===== src/rtl/fib_pkg.sv =====
// Shared definitions for the Fibonacci display path: converter FSM states,
// the BCD blank code, the generator term width, and the helper that sizes
// a BCD field for a given binary width.
package fib_pkg;

    // Converter control states.
    typedef enum logic [1:0] {
        IDLE  = 2'd0,
        SHIFT = 2'd1,
        DONE  = 2'd2
    } fib_state_t;

    // Nibble code the display path treats as "no digit here".
    localparam logic [3:0] BCD_BLANK = 4'hF;

    // Width of the terms produced by the Fibonacci generator.
    localparam int FIB_WIDTH = 32;

    // Decimal digits needed for a w-bit unsigned value:
    // ceil(w * log10(2)), with log10(2) approximated as 0.30103.
    function automatic int bcd_digits_for_width(input int w);
        return (w * 30103 + 99999) / 100000;
    endfunction

endpackage


===== src/rtl/bcd_digit_adj.sv =====
// One double-dabble digit correction: a nibble of 5 or more gets +3 so the
// following left shift carries correctly into the next decimal digit.
// Inputs are always 0..9, so the result (at most 12) never overflows 4 bits.
module bcd_digit_adj (
    input  logic [3:0] d,
    output logic [3:0] q
);

    assign q = (d >= 4'd5) ? (d + 4'd3) : d;

endmodule


===== src/rtl/fib_bcd_converter.sv =====
// Binary to packed-BCD converter placed after the Fibonacci generator.
// One term at a time is shifted through an iterative double-dabble engine
// (one bit per clock); the finished result is held until the display path
// takes it.
//
// Build option: FIB_BCD_LEADING_ZERO_BLANK_EN
//   defined   - digits above the most significant nonzero one are driven
//               as BCD_BLANK (digit 0 is always numeric)
//   undefined - leading digits read as 0
// out_ndigits and all timing are the same in both builds.
//
// Handshakes: a transfer happens on a rising clock edge where valid and
// ready are both high. valid never depends on ready. The input side is only
// ready in IDLE, the output side only presents valid in DONE; out_bcd and
// out_ndigits stay stable while out_valid is high and out_ready is low.
module fib_bcd_converter
    import fib_pkg::*;
#(
    parameter int WIDTH  = FIB_WIDTH,
    parameter int DIGITS = 10
) (
    input  logic                          clock,
    input  logic                          reset,
    input  logic                          in_valid,
    output logic                          in_ready,
    input  logic [WIDTH-1:0]              in_data,
    output logic                          out_valid,
    input  logic                          out_ready,
    output logic [4*DIGITS-1:0]           out_bcd,
    output logic [$clog2(DIGITS+1)-1:0]   out_ndigits
);

    localparam int CNT_W = $clog2(WIDTH + 1);
    localparam int NDW   = $clog2(DIGITS + 1);
    localparam int BCD_W = 4 * DIGITS;

    // Refuse to build a BCD field too narrow for the largest input value.
    if (DIGITS < bcd_digits_for_width(WIDTH)) begin : g_digits_too_small
        $error("fib_bcd_converter: DIGITS too small for WIDTH");
    end

    fib_state_t         state;
    logic [WIDTH-1:0]   bin_q;
    logic [BCD_W-1:0]   bcd_q;
    logic [CNT_W-1:0]   cnt_q;

    logic [BCD_W-1:0]   bcd_adj;
    logic [BCD_W-1:0]   bcd_next;
    logic [WIDTH-1:0]   bin_next;
    logic [NDW-1:0]     nd_next;
    logic [BCD_W-1:0]   bcd_disp;

    // Per-digit +3 correction applied before every shift.
    for (genvar i = 0; i < DIGITS; i++) begin : g_adj
        bcd_digit_adj u_adj (
            .d (bcd_q[4*i +: 4]),
            .q (bcd_adj[4*i +: 4])
        );
    end

    // One double-dabble step: {bcd, bin} shifted left by one after correction.
    assign bcd_next = {bcd_adj[BCD_W-2:0], bin_q[WIDTH-1]};
    assign bin_next = {bin_q[WIDTH-2:0], 1'b0};

    // Significant digit count of the value the current step produces:
    // index of the highest nonzero digit plus one, never less than one.
    always_comb begin
        nd_next = NDW'(1);
        for (int i = 1; i < DIGITS; i++) begin
            if (bcd_next[4*i +: 4] != 4'd0) begin
                nd_next = NDW'(i + 1);
            end
        end
    end

    // Display form of the result; optionally blanks the leading zeros.
    always_comb begin
        bcd_disp = bcd_next;
`ifdef FIB_BCD_LEADING_ZERO_BLANK_EN
        for (int i = 1; i < DIGITS; i++) begin
            if (i >= int'(nd_next)) begin
                bcd_disp[4*i +: 4] = BCD_BLANK;
            end
        end
`endif
    end

    // Control FSM and datapath registers; all outputs are registered.
    always_ff @(posedge clock or posedge reset) begin
        if (reset) begin
            state       <= IDLE;
            bin_q       <= '0;
            bcd_q       <= '0;
            cnt_q       <= '0;
            in_ready    <= 1'b1;
            out_valid   <= 1'b0;
            out_bcd     <= '0;
            out_ndigits <= NDW'(1);
        end else begin
            case (state)
                IDLE: begin
                    if (in_valid && in_ready) begin
                        bin_q    <= in_data;
                        bcd_q    <= '0;
                        cnt_q    <= CNT_W'(WIDTH);
                        in_ready <= 1'b0;
                        state    <= SHIFT;
                    end
                end
                SHIFT: begin
                    bin_q <= bin_next;
                    bcd_q <= bcd_next;
                    cnt_q <= cnt_q - 1'b1;
                    if (cnt_q == CNT_W'(1)) begin
                        out_bcd     <= bcd_disp;
                        out_ndigits <= nd_next;
                        out_valid   <= 1'b1;
                        state       <= DONE;
                    end
                end
                DONE: begin
                    if (out_valid && out_ready) begin
                        out_valid <= 1'b0;
                        in_ready  <= 1'b1;
                        state     <= IDLE;
                    end
                end
                default: begin
                    state <= IDLE;
                end
            endcase
        end
    end

endmodule


===== config.mk =====
export PLATFORM = sky130hd
export DESIGN_NAME = fib_bcd_converter
export DESIGN_NICKNAME = d
export VERILOG_FILES = /design/src/rtl/fib_pkg.sv /design/src/rtl/bcd_digit_adj.sv /design/src/rtl/fib_bcd_converter.sv
export SDC_FILE = /design/constraint.sdc
export NUM_CORES = 1
export LEC_CHECK = 0
export CORE_MARGIN = 1.5
export CORE_UTILIZATION = 50
export DETAILED_ROUTE_END_ITERATION = 12
export PLACE_DENSITY = 0.76
export SYNTH_ARGS = -nofsm -noshare
export SYNTH_HDL_FRONTEND = slang
export SYNTH_HIERARCHICAL = 1
export SYNTH_SLANG_ARGS = --single-unit

===== constraint.sdc =====
create_clock -name clock -period 3.4 [get_ports clock]
set_input_delay 0.34 -clock clock [delete_from_list [all_inputs] [get_ports clock]]
set_output_delay 0.34 -clock clock [all_outputs]
set_load 0.1 [all_outputs]

==> summary by stage, run 1 <==
Run
The number of max-cap violations is 0.

Power and ir drop
The internal power contribution is 2.71 mW. The worst-case IR drop observed on VDD is 0.317 mV. The switching power is 0.709 mW. Of the total power, the clock network draws 0.539. The total design power is 3.42 mW. The power per cell area is 433 nW/um2. In this run the static leakage power is 3.88 nW.

Of the total power, registers draw 0.439. Of the total power, the share spent switching nets is 0.207. Of the total power, combinational logic draws 0.022.

GRT
The global routing stage identified its most utilized layer as met2. The number of antenna violations at the first check in global routing is 0. The met3 routing resource usage after global routing is 0.0617. The number of global-route vias before repair came to 4,896. The first-pass GRT wire length is 23,300 um.

The global-route usage over all layers is 0.223. The total overflow reported by the global router is 0. In the global route stage, met2 resource usage came out at 0.376.

The pin count of the biggest net entering global routing is 63. In the global route stage, met1 resource usage came out at 0.272.

STA
The count of pins over their slew limit came to 0. Setup repair after global routing left no endpoint under its margin. The number of hold-slack violations in the final timing report came to 0. The actual transition at the worst max-transition pin is 0.998 ns. Timing would allow up to 0.406 GHz. The max-slew headroom at the worst pin is 0.333. The shortest clock period the worst path allows after layout is 2.46 ns. The aggregate negative setup slack is 0 ns. The final clock period utilization by the worst path is 0.725.

The worst-case clock skew is 0.00861 ns. Setup violations remaining at the end of the flow were counted as 0.

Clocking
The clock drives 126 sinks. The deepest level of the CTS H-tree is 4. In this run the clock root is driven by a sky130_fd_sc_hd__clkbuf_16. Gates resized during post-CTS repair numbered 0. TritonCTS built the clock tree. The CTS buffer count is 17. Post-CTS timing repair inserted 0 buffers for setup. The number of buffers between clock root and the deepest sink is 2. The hold buffer count at CTS is 0. The clock insertion delay at the later pin of the skew report is 0.42 ns. The clock slew seen by the registers of the worst setup and hold paths is 0.06 ns.

Worst setup path
Among cell families on the critical path, the largest total delay comes from buffers and inverters. The critical path data arrival time is 2.12 ns. The combined buffer and inverter count along the critical path is 1.

Walking the worst path, the cells encountered are clkdlybuf4s50_1. At the worst endpoint, the required time is 3.06 ns. The worst-path cell with the longest stage delay is sky130_fd_sc_hd__clkdlybuf4s50_1. The kind of start point of the critical path is a flip-flop.

By startpoint and endpoint, the worst setup path is classified as flip-flop to output pin. The largest stage delay on the critical path is 1.14 ns. Along the worst path, the maximum fanout reaches 5. STA classifies the critical path endpoint as an output pin.

Detailed routing
In the routed layout, each cell is associated on average with a via count of 5.33. The overall routed net length is 13,500 um. In this run, the number of DRC markers left after iteration 0 of detailed routing was 310. After detailed routing, the average wire length per cell comes to 15.0 um. For this block, the via count after detailed routing is 4,805.

The first TritonRoute pass finished after 5 iterations. The DRC violations left is 0. The count of nets left with antenna violations once routing finished came out at 0.

Cells and area
The utilization after layout is 0.631. At the end of the flow, the number of nets in the layout was 775. The number of antenna diodes in the final layout is 0.

The growth of design area from synthesis to finish is 24.1%. The finished layout holds 901 standard cells, fillers aside. The count of fill cells added during filler insertion is 1,038. The share of layout cells above drive strength 1 is 0.134.

Floorplanning
The core outline area is 12,500 um2. The area of the die is 13,400 um2. For this configuration, the core starts out at a cell density of 0.508.

The die width is 116 um. 82 I/O pins were placed. The number of rows created at floorplan is 41. The overall die height is 116 um.

Worst hold path
The min-delay analysis places its worst path in the category input pin to async pin.

Synthesis
The netlist area before placement is 6360 um2. The post-synth net total is 696. After synthesis, the mean cell area works out to 9.97 um2. Synthesis produced a netlist whose cell count is 638. The count of warnings emitted by yosys is 6.

Place
Once placement completed, the tool counted placed cells totaling 870. At the end of routability-driven placement, the weighted congestion stood at 0.823. Detailed placement finished with a half-perimeter wire length of 9020 um. The count of buffers inserted at the top-level ports is 81.

Status
The flow ran to the end, and the final reports show no timing, DRC or antenna violations.
## final timing paths
check	startpoint	to	slack, ns	depth (start not counted)
worst max-delay path	in_ready	in_ready	0.94	1
worst min-delay path	reset	out_bcd[8]	0.42	2
worst max register to register	bcd_q[20]	out_ndigits[2]	0.98	8
worst min register to register	bin_q[25]	bin_q[25]	0.48	2
max in group asynchronous	reset	out_bcd[32]	2.13	3
min in group clock	bin_q[25]	bin_q[25]	0.48	2
## area by class of cell
| cell class | count | area, um2 | area share |
|---|---|---|---|
| sequential | 126 | 3160 | 0.400 |
| timing repair buffer | 88 | 876 | 0.111 |
| multi-input combinational | 458 | 2940 | 0.372 |
| inverter | 26 | 101 | 0.0128 |
| tap | 172 | 215 | 0.0273 |
| clock buffer | 19 | 443 | 0.0561 |
| clock inverter | 12 | 164 | 0.0208 |
## sequential cells by signal (all words and copies together) (netlist names)
| name | flops |
|---|---|
| out_valid | 1 |
| bin_q | 32 |
| out_bcd | 40 |
| in_ready | 1 |
| cnt_q | 6 |
| state | 2 |
| out_ndigits | 4 |
| bcd_q | 40 |
## placed cells by master (no fill, tap or decap), types with 6 or more instances in the layout
| master | count |
|---|---|
| sky130_fd_sc_hd__a21oi_2 | 10 |
| sky130_fd_sc_hd__a22oi_1 | 31 |
| sky130_fd_sc_hd__buf_4 | 6 |
| sky130_fd_sc_hd__clkbuf_16 | 17 |
| sky130_fd_sc_hd__clkdlybuf4s50_1 | 81 |
| sky130_fd_sc_hd__dfrtp_1 | 124 |
| sky130_fd_sc_hd__ha_1 | 22 |
| sky130_fd_sc_hd__inv_1 | 25 |
| sky130_fd_sc_hd__mux2_4 | 36 |
| sky130_fd_sc_hd__mux2i_1 | 11 |
| sky130_fd_sc_hd__nand2_1 | 191 |
| sky130_fd_sc_hd__nand2b_1 | 22 |
| sky130_fd_sc_hd__nor2_1 | 14 |
| sky130_fd_sc_hd__nor4_1 | 9 |
| sky130_fd_sc_hd__o21ai_0 | 56 |
| sky130_fd_sc_hd__o21ai_1 | 9 |
| sky130_fd_sc_hd__xnor2_1 | 11 |
## stage by stage
step                      hold slack (ns)  setup slack (ns)  cell area (um2)
after floorplan                     0.445              1.33             6360
after CTS                           0.453             0.920             7900
after global placement              0.459              1.18             7290
after global routing                0.496             0.757             7900
after detailed placement            0.464              1.08             7290
final                               0.416             0.936             7900
## power groups by stage
stage / Sequential [mW] / Clock (mW) / Combinational [mW]
after floorplan: 1.53 / 0 / 0.0235
after global placement: 1.53 / 0 / 0.0779
after detailed placement: 1.53 / 0 / 0.0784
after CTS: 1.50 / 1.88 / 0.0786
after global routing: 1.50 / 1.95 / 0.0852
final: 1.50 / 1.84 / 0.0756
## per-layer routing
layer | routed length (um) | part of all wire
met2 | 6770 | 0.50
met3 | 717 | 0.053
met1 | 5780 | 0.43
met4 | 201 | 0.015
met5 | 0 | 0
(Power assumes the default switching activity.)
==> run 2: changes to the inputs <==
==> constraint.sdc (replaced) <==
create_clock -name clock -period 1.98 [get_ports clock]
set_input_delay 0.198 -clock clock [delete_from_list [all_inputs] [get_ports clock]]
set_output_delay 0.198 -clock clock [all_outputs]
set_load 0.1 [all_outputs]
==> run 2 against run 1 <==
Net effect: largest cell class is now multi-input combinational cells; the flow now finishes with violations (setup timing); clock power is 72% higher; die area stayed put; final cell count is 9.5% higher; first-iteration DRC count is 18% higher; register-to-register slack worse by 1.3 ns; largest power group unchanged.
==> summary by stage, run 2 (same netlist as run 1, synthesis figures left out) <==
Place
The last weighted congestion value of the routability-driven placer was 0.844 (was 0.823). The count of buffers inserted at the top-level ports was 81 (unchanged). The final HPWL from detailed placement was 9770 um (was 9020 um).

Cells and area
The number of nets at the end of the flow is 860 (was 775). The utilization after layout is 0.710 (was 0.631). The leading cell type in the layout, fill and taps excluded is sky130_fd_sc_hd__nand2_1 (unchanged). Largest registers ranked by flip-flop count: bcd_q x40, out_bcd x40, bin_q x32 (unchanged).

The final antenna diode count is 0 (unchanged). Most used cells in the layout excluding fill and tap cells: 189 x sky130_fd_sc_hd__nand2_1, 133 x sky130_fd_sc_hd__buf_4, 123 x sky130_fd_sc_hd__dfrtp_1 (was 191 x sky130_fd_sc_hd__nand2_1, 124 x sky130_fd_sc_hd__dfrtp_1, 81 x sky130_fd_sc_hd__clkdlybuf4s50_1). The growth of design area from synthesis to finish came to 39.6% (was 24.1%). The share of layout cells above drive strength 1 is 0.357 (was 0.134).

STA
The actual transition at the worst max-transition pin is 0.689 ns (was 0.998 ns). The setup-violating endpoint count in the final report is 4 (was 0). The worst hold-check slack came to 0.229 ns (was 0.416 ns). The maximum clock rate is 0.440 GHz. The shortest clock period the worst path allows after layout is 2.27 ns.

The max-slew headroom at the worst pin is 0.540 (was 0.333). The count of pins over their slew limit is 0 (unchanged). The worst-case clock skew was 0.0117 ns (was 0.00861 ns). The number of hold-slack violations in the final timing report came to 0 (unchanged). Dividing the final minimum period by the clock period gives 1.15.

Setup repair after global routing missed its margin: true (was false). The worst setup margin came to -0.290 ns (was 0.936 ns).

Clocking
The TritonCTS clock tree is built (unchanged). The cell at the root of the clock tree is sky130_fd_sc_hd__clkbuf_16 (unchanged). The clock insertion delay at the later pin of the skew report is 0.43 ns (was 0.42 ns). The count of clock tree sinks is 126 (unchanged).

The CTS buffer count was 17 (unchanged). The clock slew seen by the registers of the worst setup and hold paths was 0.06 ns (about the same). The number of buffers between clock root and the deepest sink is 2 (unchanged).

The hold buffer count at CTS is 0 (unchanged). The deepest level of the CTS H-tree is 4 (unchanged).

Detailed routing
The average wire length per cell after detail routing was 16.6 um (was 15.0 um). The DRC violations left came to 0 (unchanged). The remaining antenna violation count is 0 (unchanged). The ratio of routed vias to standard cells is 5.46 (was 5.33).

The iteration-0 DRC count of the detailed router is 367 (was 310). The detailed-routing iteration count for the pre-antenna-repair pass is 5 (unchanged). The overall routed net length came to 16,400 um (was 13,500 um).

The total vias in the final route is 5,388 (was 4,805).

Power and ir drop
The leakage power of the design is 4.40 nW (was 3.88 nW). The power share of the combinational group is 0.023 (was 0.022). The power per cell area is 661 nW/um2 (was 433 nW/um2). The switching power came to 1.32 mW (was 0.709 mW). The internal power contribution came to 4.55 mW (was 2.71 mW). The clock share of power came to 0.538 (was 0.539). The total design power is 5.87 mW (was 3.42 mW). The fraction of power spent switching nets was 0.225 (was 0.207). The worst-case vdd ir drop is 0.577 mV (was 0.317 mV). The sequential share of power is 0.439 (about the same).

Worst setup path
The critical register-to-register path startpoint is bcd_q[12] (was bcd_q[20]). The sort of element at the end of the critical path is a flip-flop (was output pin). The kind of start point of the critical path is a flip-flop (unchanged). The destination of the worst register-to-register timing path is out_ndigits[1] (was out_ndigits[2]). The worst setup slack for register-to-register paths was -0.29 ns (was 0.98 ns). The count of cells along the worst register-to-register path was 9 (was 8). The required arrival time at the worst endpoint is 2.33 ns (was 3.06 ns). The path type of the worst setup path is flip-flop to flip-flop (was flip-flop to output pin). The highest fanout seen on the critical path was 4 (was 5). The critical path data arrival time was 2.62 ns (was 2.12 ns).

Floorplanning
The I/O pin count is 82 (unchanged). The starting utilization of the core area was 0.508 (unchanged). The die width came to 116 um (unchanged). The area of the die is 13,400 um2 (unchanged).

The number of rows created at floorplan is 41 (unchanged). The overall die height came to 116 um (unchanged). The core outline area was 12,500 um2 (unchanged).

Run
The number of max-cap violations is 0 (unchanged).

GRT
The number of antenna violations at the first check in global routing is 0 (unchanged). The global-route usage over all layers is 0.240 (was 0.223). The total overflow reported by the global router is 0 (unchanged). The pin count of the biggest net entering global routing is 65 (was 63). The first-pass GRT wire length is 24,900 um (was 23,300 um).

The number of global-route vias before repair is 5,310 (was 4,896).

Worst hold path
The worst min-delay path category was input pin to async pin (unchanged).

Status
The checks that failed: setup timing. Run status: finished with violations (was complete, no violations).
==> run 2: cell types whose count changed in the layout (fill, tap and decap cells not counted), moves of 7 or more <==
cell and change:
sky130_fd_sc_hd__a21oi_2 -7, sky130_fd_sc_hd__a21oi_4 +8, sky130_fd_sc_hd__buf_4 +127, sky130_fd_sc_hd__clkdlybuf4s50_1 -46, sky130_fd_sc_hd__ha_1 -13, sky130_fd_sc_hd__ha_4 +11, sky130_fd_sc_hd__inv_1 -12, sky130_fd_sc_hd__inv_2 +12
sky130_fd_sc_hd__nand2b_1 -9, sky130_fd_sc_hd__nand2b_4 +9
==> run 2: cell type report <==
type	count	area (um2)
fillers	863	3640
multi-input cells	458	3370
flip-flops and latches	126	3160
repair buffers	173	1440
clock buffers	18	439
well taps	172	215
clock inverters	14	161
inverters	26	101
==> run 2: worst max path at each step <==
| stage | end | slack, ns | cells after the start | from |
|---|---|---|---|---|
| 6_report | out_ndigits[1] | -0.29 | 9 | bcd_q[12] |
| 5_1_grt | out_ndigits[1] | -0.34 | 9 | bcd_q[12] |
| 2_1_floorplan | out_ndigits[0] | -0.02 | 9 | bcd_q[8] |
| 3_3_place_gp | out_ndigits[2] | -0.11 | 9 | bcd_q[28] |
| 3_5_place_dp | out_ndigits[1] | -0.21 | 9 | bcd_q[32] |
| 4_1_cts | out_ndigits[1] | -0.14 | 10 | bcd_q[17] |
==> run 2: per-stage QoR <==
| stage | setup WS [ns] | instances | area, um2 | TNS, ns |
|---|---|---|---|---|
| after global routing | -0.338 | 987 | 8880 | -0.929 |
| after floorplan | -0.0247 | 638 | 6430 | -0.0395 |
| after CTS | -0.145 | 975 | 8560 | -0.234 |
| final | -0.290 | 987 | 8880 | -0.715 |
| after detailed placement | -0.213 | 935 | 7760 | -0.577 |
| after global placement | -0.110 | 935 | 7760 | -0.373 |
==> run 2: power by group through the flow <==
stage	Clock, mW	Sequential (mW)	Combinational (mW)
after global routing	3.31	2.57	0.150
after CTS	3.18	2.58	0.139
final	3.16	2.58	0.134
after floorplan	0	2.62	0.0403
after global placement	0	2.62	0.135
after detailed placement	0	2.62	0.138
==> run 2: worst max-delay path, stage by stage (launching register included) <==
cell and delay [ns]:
sky130_fd_sc_hd__dfrtp_1 0.44, sky130_fd_sc_hd__ha_1 0.22, sky130_fd_sc_hd__nand2b_4 0.15, sky130_fd_sc_hd__a21oi_4 0.18
sky130_fd_sc_hd__mux2i_1 0.11, sky130_fd_sc_hd__nor4_1 0.39, sky130_fd_sc_hd__buf_4 0.20, sky130_fd_sc_hd__o211ai_1 0.12
sky130_fd_sc_hd__a21oi_2 0.20, sky130_fd_sc_hd__a2bb2oi_2 0.17
==> run 2: repair_timing <==
item | in CTS | in global routing
setup endpoints to repair | 4 | 4
setup buffers | 8 | 12
resized for setup | 31 | 42
pin swaps | 19 | 17
==> run 2: per-layer routing <==
layer  up-vias  routed length [um]  global-route usage
met5         -                   0                   0
met4         0                 519               0.116
met3        48                 886              0.0575
met2       203                8350               0.401
met1      2654                6590               0.292
li1       2483                   -                   -
